--- src/rtl/alu_seq_pkg.sv ---
// Shared opcodes and FSM state type for the ALU operand sequencer.
// Build option: ALU_OP_SEQUENCER_ZFLAG_EN adds a registered zero flag.
package alu_seq_pkg;

   localparam logic [2:0] OP_NEGA = 3'b000;
   localparam logic [2:0] OP_NEGB = 3'b001;
   localparam logic [2:0] OP_ADD  = 3'b010;
   localparam logic [2:0] OP_SUB  = 3'b011;
   localparam logic [2:0] OP_AND  = 3'b100;
   localparam logic [2:0] OP_OR   = 3'b101;
   localparam logic [2:0] OP_MUL  = 3'b110;
   localparam logic [2:0] OP_XOR  = 3'b111;

   typedef enum logic [1:0] {
      IDLE,
      ISSUE,
      CAPTURE,
      RESP
   } seqState_t;

endpackage

--- src/rtl/alu_seq_regfile.sv ---
// NREG x 4-bit operand registers: two async reads, one sync write.
// Host loads take priority over ALU writeback on the write port.
module alu_seq_regfile #(
   parameter int NREG = 4,
   parameter int AW   = $clog2(NREG)
) (
   input  logic          clk,
   input  logic          reset,
   input  logic [AW-1:0] rdAddrA,
   input  logic [AW-1:0] rdAddrB,
   output logic [3:0]    rdDataA,
   output logic [3:0]    rdDataB,
   input  logic          ldEn,
   input  logic [AW-1:0] ldAddr,
   input  logic [3:0]    ldData,
   input  logic          wbEn,
   input  logic [AW-1:0] wbAddr,
   input  logic [3:0]    wbData
);

   logic [3:0] regs [NREG];

   always_ff @(posedge clk) begin
      if (reset) begin
         for (int i = 0; i < NREG; i++) begin
            regs[i] <= '0;
         end
      end else if (ldEn) begin
         regs[ldAddr] <= ldData;
      end else if (wbEn) begin
         regs[wbAddr] <= wbData;
      end
   end

   assign rdDataA = regs[rdAddrA];
   assign rdDataB = regs[rdAddrB];

endmodule

--- src/rtl/alu_op_sequencer.sv ---
// Feeds register operands to an external combinational ALU and returns its result.
// Build option: ALU_OP_SEQUENCER_ZFLAG_EN adds output rsp_zero.
module alu_op_sequencer
   import alu_seq_pkg::*;
#(
   parameter int NREG = 4,
   parameter int AW   = $clog2(NREG)
) (
   input  logic          clk,
   input  logic          reset,
   input  logic          ld_valid,
   input  logic [AW-1:0] ld_addr,
   input  logic [3:0]    ld_data,
   output logic          ld_ready,
   input  logic          cmd_valid,
   input  logic [2:0]    cmd_op,
   input  logic [AW-1:0] cmd_dst,
   input  logic [AW-1:0] cmd_srca,
   input  logic [AW-1:0] cmd_srcb,
   output logic          cmd_ready,
   output logic [3:0]    alu_a,
   output logic [3:0]    alu_b,
   output logic [2:0]    alu_c,
   input  logic [3:0]    alu_s,
   output logic          rsp_valid,
   output logic [3:0]    rsp_data,
`ifdef ALU_OP_SEQUENCER_ZFLAG_EN
   output logic          rsp_zero,
   input  logic          rsp_ready
`else
   input  logic          rsp_ready
`endif
);

   seqState_t     state;
   seqState_t     nextState;
   logic [AW-1:0] dstQ;
   logic [3:0]    rdA;
   logic [3:0]    rdB;
   logic          ldFire;
   logic          cmdFire;
   logic          wbEn;

   assign ldFire  = ld_valid && ld_ready;
   assign cmdFire = cmd_valid && cmd_ready;
   assign wbEn    = (state == CAPTURE) && !reset;

   alu_seq_regfile #(
      .NREG (NREG),
      .AW   (AW)
   ) uRegs (
      .clk     (clk),
      .reset   (reset),
      .rdAddrA (cmd_srca),
      .rdAddrB (cmd_srcb),
      .rdDataA (rdA),
      .rdDataB (rdB),
      .ldEn    (ldFire),
      .ldAddr  (ld_addr),
      .ldData  (ld_data),
      .wbEn    (wbEn),
      .wbAddr  (dstQ),
      .wbData  (alu_s)
   );

   always_ff @(posedge clk) begin
      if (reset) begin
         state <= IDLE;
      end else begin
         state <= nextState;
      end
   end

   always_comb begin
      nextState = state;
      ld_ready  = 1'b0;
      cmd_ready = 1'b0;
      rsp_valid = 1'b0;
      unique case (state)
         IDLE: begin
            ld_ready  = !reset;
            cmd_ready = !reset && !ld_valid;
            if (cmd_valid && cmd_ready) begin
               nextState = ISSUE;
            end
         end
         ISSUE: begin
            nextState = CAPTURE;
         end
         CAPTURE: begin
            nextState = RESP;
         end
         RESP: begin
            rsp_valid = 1'b1;
            if (rsp_ready) begin
               nextState = IDLE;
            end
         end
         default: begin
            nextState = IDLE;
         end
      endcase
   end

   // Operands are read at the command handshake, so an aliased dst sees old values.
   always_ff @(posedge clk) begin
      if (reset) begin
         alu_a    <= '0;
         alu_b    <= '0;
         alu_c    <= '0;
         dstQ     <= '0;
         rsp_data <= '0;
      end else begin
         if (cmdFire) begin
            alu_a <= rdA;
            alu_b <= rdB;
            alu_c <= cmd_op;
            dstQ  <= cmd_dst;
         end
         if (state == CAPTURE) begin
            rsp_data <= alu_s;
         end
      end
   end

`ifdef ALU_OP_SEQUENCER_ZFLAG_EN
   always_ff @(posedge clk) begin
      if (reset) begin
         rsp_zero <= 1'b0;
      end else if (state == CAPTURE) begin
         rsp_zero <= (alu_s == 4'd0);
      end
   end
`endif

endmodule
--- config.mk ---
export PLATFORM = sky130hd
export DESIGN_NAME = alu_op_sequencer
export DESIGN_NICKNAME = d
export VERILOG_FILES = /design/src/rtl/alu_seq_pkg.sv /design/src/rtl/alu_seq_regfile.sv /design/src/rtl/alu_op_sequencer.sv
export SDC_FILE = /design/constraint.sdc
export NUM_CORES = 1
export LEC_CHECK = 0
export CAP_MARGIN = 15
export CORE_ASPECT_RATIO = 1.75
export CORE_MARGIN = 1.5
export CORE_UTILIZATION = 41
export DETAILED_ROUTE_END_ITERATION = 7
export GPL_ROUTABILITY_DRIVEN = 0
export PLACE_DENSITY_LB_ADDON = 0.05
export SYNTH_ARGS = -nofsm -noshare
export SYNTH_HDL_FRONTEND = slang
export SYNTH_SLANG_ARGS = --single-unit
--- constraint.sdc ---
create_clock -name clk -period 2.75 [get_ports clk]
set_input_delay 0.4125 -clock clk [delete_from_list [all_inputs] [get_ports clk]]
set_output_delay 0.4125 -clock clk [all_outputs]
set_load 0.02 [all_outputs]
==> results of run 1 <==
[synth_stat cells (2+ instances only)]
master    instances  area share [%]
mux4_2            8              11
nand2_1          27             6.0
or3b_1            2             1.0
mux2i_1           6             3.6
nor3_1            2            0.60
nor2b_1           2            0.75
dfxtp_1          19              23
a21o_1            4             1.8
a21oi_1          14             4.2
buf_2             2            0.60
ha_1              3             2.2
nand3_1           8             2.4
buf_4             3             1.3
inv_1             6             1.3
clkbuf_1          3            0.67
edfxtp_1         16              29
nand2b_1          5             1.9
nor2_1           17             3.8
[state kept, by name (all words and copies together) (netlist names)]
register / count
alu_a: 4
state: 2
uRegs.regs: 16
alu_b: 4
rsp_data: 4
dstQ: 2
alu_c: 3
[cell type report]
type / instances / area [µm²]
Fill cell: 352 / 1680
Timing Repair Buffer: 43 / 425
Inverter: 6 / 22.5
Sequential cell: 35 / 861
Multi-Input combinational cell: 108 / 752
Tap cell: 48 / 60.1
Clock buffer: 5 / 68.8
Clock inverter: 3 / 38.8
[kinds of logic after synthesis]
| kind of cell | after synthesis |
|---|---|
| adder cells (fa/ha/maj) | 3 |
| buffers and inverters | 14 |
| flip-flops | 35 |
| AND/OR/NAND/NOR | 70 |
| multiplexers | 15 |
| AO/OA/AOI/OAI | 20 |
[metrics by stage]
stage	util [%]	hold WS (ns)	std cells	instance area (µm²)
2_1_floorplan	-	0.431	157	1680
3_3_place_gp	54.3	0.442	240	2120
3_5_place_dp	54.3	0.447	240	2120
4_1_cts	57.1	0.456	248	2230
5_1_grt	57.1	0.480	248	2230
6_report	57.1	0.456	248	2230
[metal layers]
layer | vias up | GRT usage, % | wire (µm)
met3 | 9 | 5.12 | 188
met4 | 0 | 8.37 | 111
li1 | 632 | - | -
met5 | - | 0 | 0
met1 | 593 | 16.2 | 1190
met2 | 44 | 35.2 | 2130
[worst register-to-register path, cell delays in order, from the launching register on]
cell and delay, ns:
dfxtp_1 0.33, inv_1 0.08, ha_1 0.47, nand2b_1 0.17, mux2i_4 0.21, or3b_4 0.44
nand2b_1 0.18
[cells in the final DEF (no fill, tap or decap), drive strengths merged, types with 2 or more instances in the layout]
cell           netlist  routed
a21oi               14      14
ha                   3       3
nand2               28      28
clkinv               0       2
dfxtp               19      19
nor2                18      18
mux4                 8       8
nand3                8       8
a21o                 4       4
nor2b                2       2
clkdlybuf4s50        0      41
mux2i                7       7
clkbuf               3       5
nand2b               5       5
inv                  6       6
edfxtp              16      16
or3b                 3       3
nor3                 2       2
buf                  5       2
[final timing paths]
check | startpoint | end | slack (ns) | cells past startpoint
min reg2reg | alu_a[3] | alu_a[3] | 0.46 | 2
min | alu_a[3] | alu_a[3] | 0.46 | 2
max | state[0] | cmd_ready | 0.35 | 4
max reg2reg | state[0] | uRegs.regs[1][0] | 0.57 | 6
[power breakdown]
part           switching (mW)  leakage [nW]  total, mW  internal, mW
sequential             0.0324         0.321      0.638         0.606
combinational           0.229         0.424      0.432         0.203
clock                   0.178        0.0556      0.444         0.265
==> run_results.csv, run 1 <==
group,metric,value,unit
cts,cts_htree_levels,2,
grt,grt_overflow,0,
critical_path,crit_path_max_fanout,10,
cts,cts-root-buf,"clkbuf_8",
sta,slew_viol_final,0,
critical_path,slowest_delay,0.64,ns
floorplan,start_util,43.0,%
floorplan,die_y,87.7,µm
critical_path,crit_slowest_cell,"clkdlybuf4s50_1",
floorplan,core,3900,µm²
floorplan,std_cell_rows,30,
drt,firstDrtPassIters,4,
status,outcome,"complete, no violations",
drt,dr_total_vias,1278,
placement,dp_slack,0.297,ns
cts,path_clk_slew,0.07,ns
synthesis,synth_top_family_by_area,"simple AND/OR/NAND/NOR gates",
critical_path,crit_family,"buffers and inverters",
critical_path,cp.required,2.34,ns
synthesis,synth_compound_area_share,6.78,%
layout,nNetsFinal,226,
drt,drc_errors,0,
synthesis,synth_mux_area_share,15.6,%
layout,antenna_cells,0,
drt,wl_per_cell,14.6,µm
synthesis,yosysSeqAreaShare,51.3,%
synthesis,synth_cells,157,
critical_path,worstSetupStartpointType,"register",
critical_path,endpoint_kind,"output port",
grt,grt_pass1_wl,5890,µm
cts,numClockSinks,35,
critical_path,crit_buf_inv,2,
floorplan,die_width,51.4,µm
sta,finalSetupViolCount,0,
sta,grt_setup_unrepaired,"no",
synthesis,ys_ff_latch,35,
synthesis,yosys.area_share.simple,20.1,%
drt,wirelength,3620,µm
hold_path,min_path_type,"reg2reg",
sta,period_share,87.3,%
critical_path,crit_chain,"inv_1, ha_1, nor3b_2, clkdlybuf4s50_1",
synthesis,synth_edf_count,16,
power_and_ir_drop,power_density,679,nW/µm²
sta,period_needed,2.40,ns
sta,fmax,0.417,GHz
synthesis,syn-cell-area,1680,µm²
floorplan,io_pins,42,
synthesis,yosys_warnings,0,
power_and_ir_drop,p_total,1.51,mW
flow_run,maxCapViolCount,0,
synthesis,synth_nets,184,
sta,fin_setup_tns,0,ns
critical_path,cp.arrival,1.99,ns
floorplan,die_area,4500,µm²
drt,drtAntennaViolNets,0,
sta,worstMarginPinSlew,0.505,ns
cts,cts_inserted_buffers,5,
layout,syn2layout_area_growth,32.7,%
cts,cts_max_path_buffers,2,
synthesis,synthFlopType,"dfxtp_1",
grt,grt.total_usage,18.0,%
power_and_ir_drop,p_leak,0.800,nW
sta,timing.final.ws_setup,0.349,ns
layout,drive_above_1_share,11.0,%
placement,hpwlAfterDp,2860,µm
grt,grt_pass1_vias,1341,
sta,slew-limit-headroom,66.3,%
placement,port_buffers,41,
synthesis,syn_area_per_cell,10.7,µm²
cts,postCtsResizedCells,0,
drt,drt_iter0_markers,28,
synthesis,synthAdderAreaFrac,2.24,%
synthesis,synth_xor_area_share,0,%
cts,post_cts_buffers,0,
power_and_ir_drop,ir_drop,0.608,mV
grt,grt_max_degree,20,
synthesis,synth-async-reset-ratio,0,%
cts,insertion_delay,0.28,ns
cts,hold_buffers,0,
grt,antenna_found_initial,0,
sta,finalHoldViolCount,0,
sta,fin_skew,0.00452,ns
critical_path,critPathKind,"reg2out",
synthesis,yosys.cell_types.count,28,
drt,avgViaCountPerCell,5.15,
cts,cts_tree,"yes",
No activity file was read; power rests on OpenSTA's default activity.
==> run 2, diff against run 1 <==
SYNTH_HIERARCHICAL = 1   (was not set)
==> run_results.csv, run 2 <==
group,metric,value,unit
status,outcome,"complete, no violations",
drt,drtAntennaViolNets,0,
sta,slew-limit-headroom,61.2,%
grt,grt.total_usage,17.5,%
critical_path,crit_path_max_fanout,17,
synthesis,synthFlopType,"dfxtp_1",
sta,fmax,0.423,GHz
layout,largest_reg_flops,16,
placement,dp_slack,0.161,ns
flow_run,maxCapViolCount,0,
synthesis,yosys_warnings,6,
sta,finalSetupViolCount,0,
cts,cts_htree_levels,2,
layout,final_cell_mix,"41 x clkdlybuf4s50_1, 31 x nand2_1, 19 x dfxtp_1",
placement,hpwlAfterDp,2870,µm
placement,place_inst,247,
drt,dr_total_vias,1311,
synthesis,synth_top_cell_area_share,27.8,%
cts,insertion_delay,0.29,ns
power_and_ir_drop,ir_drop,0.453,mV
floorplan,die_y,88.9,µm
synthesis,synth_nets,189,
layout,syn2layout_area_growth,30.6,%
grt,grt_max_degree,31,
layout,final_cell_area,2260,µm²
cts,post_cts_buffers,0,
layout,nNetsFinal,232,
layout,final-instance-count-excl-fill,255,
synthesis,syn-cell-area,1730,µm²
drt,drt_iter0_markers,14,
floorplan,core,4110,µm²
critical_path,endpoint_kind,"register",
cts,cts_tree,"yes",
floorplan,io_pins,42,
layout,largest-register,"uRegs/regs",
layout,final_common_cell,"clkdlybuf4s50_1",
synthesis,synth_area_leaders,"edfxtp_1 28%, dfxtp_1 22%, mux4_2 10%",
synthesis,synth_top_cell_by_area,"edfxtp_1",
sta,grt_setup_unrepaired,"no",
grt,grt_overflow,0,
drt,avgViaCountPerCell,5.14,
critical_path,critPathKind,"reg2reg",
synthesis,synth_cells,162,
synthesis,ys_ff_latch,35,
synthesis,yosys.cell_types.count,36,
placement,port_buffers,41,
sta,finalHoldViolCount,0,
critical_path,worstSetupStartpointType,"register",
synthesis,yosys-top-cells-count,"31 x nand2_1, 19 x dfxtp_1, 16 x edfxtp_1",
drt,wirelength,3760,µm
cts,numClockSinks,35,
hold_path,min_path_type,"reg2reg",
critical_path,r2r_slack,0.39,ns
power_and_ir_drop,p_leak,0.807,nW
cts,postCtsResizedCells,0,
sta,slew_viol_final,0,
cts,hold_buffers,0,
drt,wl_per_cell,14.7,µm
floorplan,std_cell_rows,31,
placement,place_area,2170,µm²
layout,antenna_cells,0,
cts,cts_max_path_buffers,2,
layout,drive_above_1_share,10.7,%
cts,cts-root-buf,"clkbuf_8",
sta,period_needed,2.36,ns
critical_path,cp.required,2.71,ns
grt,antenna_found_initial,0,
drt,firstDrtPassIters,4,
floorplan,start_util,42.1,%
synthesis,synth_edf_count,16,
sta,timing.final.ws_setup,0.388,ns
synthesis,synth_most_common_cell,"nand2_1",
sta,period_share,85.9,%
floorplan,die_area,4630,µm²
cts,path_clk_slew,0.07,ns
synthesis,synth-async-reset-ratio,0,%
sta,fin_skew,0.00689,ns
sta,worstMarginPinSlew,0.578,ns
critical_path,cp.arrival,2.32,ns
grt,grt_pass1_vias,1282,
grt,grt_pass1_wl,5750,µm
synthesis,syn_area_per_cell,10.7,µm²
drt,drc_errors,0,
power_and_ir_drop,power_density,638,nW/µm²
floorplan,die_width,52.1,µm
cts,cts_inserted_buffers,5,
sta,fin_setup_tns,0,ns
synthesis,yosysSeqAreaShare,49.7,%
[run 2: cell types whose count changed after synthesis, sizes merged, moves of 3 or more]
cell	previous run	this run
nor2	18	11
nand3	8	0
nand3b	1	4
nand2	28	31
nor2b	2	7
and2	1	5
or3b	3	0
[run 2: cells by family after synthesis]
kind of cell / synth area share (%)
simple gates: 21.8
mux: 13.3
fa+ha+maj: 2.17
compound gates: 9.18
buf+inv: 3.76
flops: 49.7
[run 2: worst max-delay path, stage by stage, from the launching register on]
cell,delay [ns]
dfxtp_1,0.33
inv_1,0.09
ha_1,0.22
nor2b_1,0.22
and2_1,0.45
nor3b_1,0.14
o21bai_1,0.23
nor2b_1,0.35
[run 2: layer usage]
metal	up-vias	track usage, %	part of all wire (%)
li1	656	-	-
met3	9	5.02	3.8
met5	-	0	0
met2	28	31.2	54
met4	0	10.5	4.1
met1	618	17.3	38
[run 2: cell type report]
type	count	area (µm²)
Fill cell	398	1850
Sequential cell	35	861
Multi-Input combinational cell	114	805
Timing Repair Buffer	43	425
Clock buffer	6	72.6
Tap cell	49	61.3
Inverter	6	22.5
Clock inverter	2	12.5
[run 2: path summary, 6_finish.rpt]
kind | startpoint | end | cells after the start
min reg2reg | alu_a[0] | alu_a[0] | 2
min | alu_a[0] | alu_a[0] | 2
max reg2reg | state[0] | uRegs/regs[3][3] | 7
max | state[0] | uRegs/regs[3][3] | 7
[run 2: stage by stage]
step           power [mW]  hold slack, ns  utilization, %
2_1_floorplan       0.939           0.453               -
3_3_place_gp         1.08           0.444            52.9
3_5_place_dp         1.10           0.449            52.9
4_1_cts              1.45           0.459            55.0
5_1_grt              1.52           0.469            55.0
6_report             1.44           0.456            55.0
[run 2: report_power, final]
group / internal (mW) / switching, mW
combinational: 0.214 / 0.221
sequential: 0.611 / 0.0367
clock: 0.177 / 0.183
total: 1.00 / 0.441
==> edit 1: new RTL, flow settings as in run 2 <==
Add a define of `ALU_OP_SEQUENCER_ZFLAG_EN`.
--- a/src/rtl/alu_op_sequencer.sv
+++ b/src/rtl/alu_op_sequencer.sv
@@ -1,5 +1,7 @@
 // Feeds register operands to an external combinational ALU and returns its result.
 // Build option: ALU_OP_SEQUENCER_ZFLAG_EN adds output rsp_zero.
+`define ALU_OP_SEQUENCER_ZFLAG_EN
+
 module alu_op_sequencer
    import alu_seq_pkg::*;
 #(
Formal check against the unedited RTL (old outputs only; new: rsp_zero): equivalent (equiv_simple and equiv_induct, registers matched by name and starting in step).
==> edit 1 against run 2 <==
Synthesized area grew 1.2%. Routed wire length rose by 1.6%. First-iteration DRC count grew 110%. Critical path type is now flip-flop to output pin. Sequential share of layout area barely moved. Setup slack improved by 0.0051 ns. Final cell count up 1.6%. Clock skew fell by 0.0013 ns. Sequential cell count grew 1. Final area grew 2.4%. Utilization increased by 1.3 points. Power rose by 7.1%.
==> edit 1: results <==
[status]
status = finished clean

[drt]
avgViaCountPerCell = 5.10
first_pass_iters = 4
vias = 1320
wl_mm = 3.82
drtIter0Drc = 30

[finish]
num-nets-final = 236
regMostFlops = uRegs/regs
multi_input_area_um2 = 803
largest_register_ffs = 16
final_layout_size_suffix_gt1_share_pct = 10.0
num-fill-cells = 395
n_antenna_cell = 0

[hold_path]
hold_class = flip-flop to flip-flop

[placement]
portBuffers = 42
dp_slack_ns = 0.245
placed_cell_area_um2 = 2210
dp_cells = 251
place_hpwl_mm = 2.99

[synthesis]
synth-edff-count = 16
avgSynthCellArea_um2 = 10.6
synthArstFlopShare_pct = 0
ys_seq_area_share_pct = 50.3
yosys-top-cells-area = edfxtp_1, dfxtp_1, mux4_2, nand2_1, a21oi_1
synth.distinct_cells = 32
synth-main-ff-cell = dfxtp_1
yosys-top-cells-count = nand2_1, dfxtp_1, a21oi_1, edfxtp_1, nor2_1
yosysWarnings = 6
synth_nets = 192

[cts]
post_cts_buffers = 0
cts_buffer_depth = 2
cts_resized = 0
cts_buffers = 5
ctsHtreeMaxLevel = 2
clkTransAtPathRegs_ns = 0.07
cts-root-buf = clkbuf_8
insertion_delay_ns = 0.29

[grt]
grt_pass1_wl_mm = 6.15
antenna_found_initial = 0
grt_start_max_net_pins = 31
grt_usage_pct = 18.5
grt_pass1_vias = 1363

[power_and_ir_drop]
p_leak_nw = 0.849
ir_drop_mv = 0.628

[critical_path]
worstPathArrival_ns = 1.94
crit_fanout = 5

[timing]
finalClockSkew_ns = 0.00564
worst_pin_slew_ns = 0.552
[edit 1: final cells by class]
cell class | count | share of cell area (%)
clock buffers | 6 | 3.14
repair buffers | 44 | 18.8
multi-input cells | 115 | 34.7
inverters | 7 | 1.14
well taps | 49 | 2.65
clock inverters | 2 | 1.51
flip-flops and latches | 36 | 38.1
[edit 1: path summary, 6_finish.rpt]
kind | start | endpoint | slack, ns | cells after the start
max | state[0]$_SDFFE_PP0P_ | cmd_ready | 0.39 | 5
min | alu_a[1]$_SDFFE_PP0P_ | alu_a[1]$_SDFFE_PP0P_ | 0.46 | 2
max reg2reg | state[0]$_SDFFE_PP0P_ | uRegs/regs[3][0]$_DFFE_PP_ | 0.41 | 8
min reg2reg | alu_a[1]$_SDFFE_PP0P_ | alu_a[1]$_SDFFE_PP0P_ | 0.46 | 2
[edit 1: per-layer routing]
layer | up-vias | wire, um | global-route usage, %
met5 | - | 0 | 0
met4 | 0 | 98 | 8.86
met3 | 7 | 168 | 5.35
met2 | 32 | 2150 | 33.8
met1 | 617 | 1400 | 18.6
li1 | 664 | - | -
[edit 1: critical path, stage by stage (launching register included)]
cell,delay (ns)
dfxtp_1,0.33
inv_1,0.10
ha_1,0.25
nor2b_1,0.22
nor2b_1,0.15
clkdlybuf4s50_1,0.60
[edit 1: report_power, final]
group / internal [mW] / switching [mW]
Sequential: 0.626 / 0.0393
Clock: 0.269 / 0.178
Combinational: 0.210 / 0.223
[edit 1: kinds of logic after synthesis]
| logic type | Yosys count | share of synthesized area [%] |
|---|---|---|
| adder cells (fa/ha/maj) | 3 | 2.14 |
| AND/OR/NAND/NOR | 73 | 21.2 |
| AO/OA/AOI/OAI | 25 | 8.79 |
| flip-flops | 36 | 50.3 |
| multiplexers | 14 | 13.7 |
| buffers and inverters | 14 | 3.86 |
==> edit 2: new RTL, settings of run 2 <==
Without the edit above. Encoding of `seqState_t`: now Gray code (2 bits for 4 states).
--- a/src/rtl/alu_seq_pkg.sv
+++ b/src/rtl/alu_seq_pkg.sv
@@ -12,10 +12,10 @@
    localparam logic [2:0] OP_XOR  = 3'b111;
 
    typedef enum logic [1:0] {
-      IDLE,
-      ISSUE,
-      CAPTURE,
-      RESP
+      IDLE    = 2'b00,
+      ISSUE   = 2'b01,
+      CAPTURE = 2'b11,
+      RESP    = 2'b10
    } seqState_t;
 
 endpackage
Function: same outputs for any inputs over 10 cycles, from zero or initial values and one cycle with reset high; not proved beyond that.
==> edit 2 against run 2 <==
Register-to-register slack improved by 0.17 ns. Sequential cell count did not move. Setup slack got worse by 0.14 ns. Routed wire length rose by 7.6%. Synthesized cell count rose by 0.62%. Final area fell by 0.11%. Synthesized area fell by 0.58%. Global-route usage rose by 1.7 points.
Power is not compared: it rests on default switching activity, and its combinational part moved more than twofold at a synthesized area within 25%.
==> edit 2: results <==
[timing]
fmax_mhz = 400
worst_pin_slew_ns = 0.481
finalClockSkew_ns = 0.00490

[drt]
drtIter0Drc = 52
vias = 1413
met2WireLength_mm = 2.25
wl_met1_mm = 1.50
wl_met3_um = 166

[critical_path]
cp_slowest_cell = clkdlybuf4s50_1
reg2reg_depth = 6
startpoint = reset
worstSetupEndpoint = cmd_ready
critPathTopFamily = buffers and inverters
max_stage_delay_ns = 0.60
ff2ff_setup_slack_ns = 0.56
r2r_end = uRegs/regs[0][3]$_SDFFCE_PN0P_
worstPathArrival_ns = 2.09

[grt]
grt_usage_pct = 19.1
grtUsageMet2_pct = 35.0
grt_pass1_wl_mm = 6.31
use_met3_pct = 3.89

[hold_path]
hold_start = rsp_data[3]$_SDFFE_PP0N_
hold_path_end = rsp_data[3]$_SDFFE_PP0N_

[synthesis]
synth_nets = 187
synth_fa_ha_area_share_pct = 0
yosys-top-cells-count = a21oi_1, dfxtp_1, nand3_1
yosys-top-cells-area = edfxtp_1, dfxtp_1, mux4_2, a21oi_1, nand3_1
synth_compound_gate_area_share_pct = 13.6
avgSynthCellArea_um2 = 10.6
ys_seq_area_share_pct = 50.0
yosys-mux-area-fraction_pct = 10.5
synth.distinct_cells = 37

[placement]
dp_slack_ns = 0.187
dp_cells = 250

[finish]
final_layout_size_suffix_gt1_share_pct = 13.9

[status]
status = finished clean
edit 2: cell types whose count changed in the layout (fill, tap and decap cells not counted), sizes merged, moves of 2 or more:
cell / delta
nand3: +17
nand2: -23
mux2i: -5
clkinv: +2
ha: -3
buf: +5
o21ai: +13
nor2b: -2
a21oi: +4
edit 2: final cells by class:
| type | instances | area [um2] |
|---|---|---|
| Clock buffer | 5 | 68.8 |
| Timing Repair Buffer | 48 | 463 |
| Inverter | 5 | 23.8 |
| Fill cell | 356 | 1820 |
| Tap cell | 49 | 61.3 |
| Clock inverter | 3 | 15.0 |
| Sequential cell | 35 | 861 |
| Multi-Input combinational cell | 113 | 764 |
edit 2: stage by stage:
step,cell area (um2),hold WS [ns]
2_1_floorplan,1720,0.470
3_3_place_gp,2170,0.447
3_5_place_dp,2170,0.454
4_1_cts,2260,0.463
5_1_grt,2260,0.487
6_report,2260,0.465
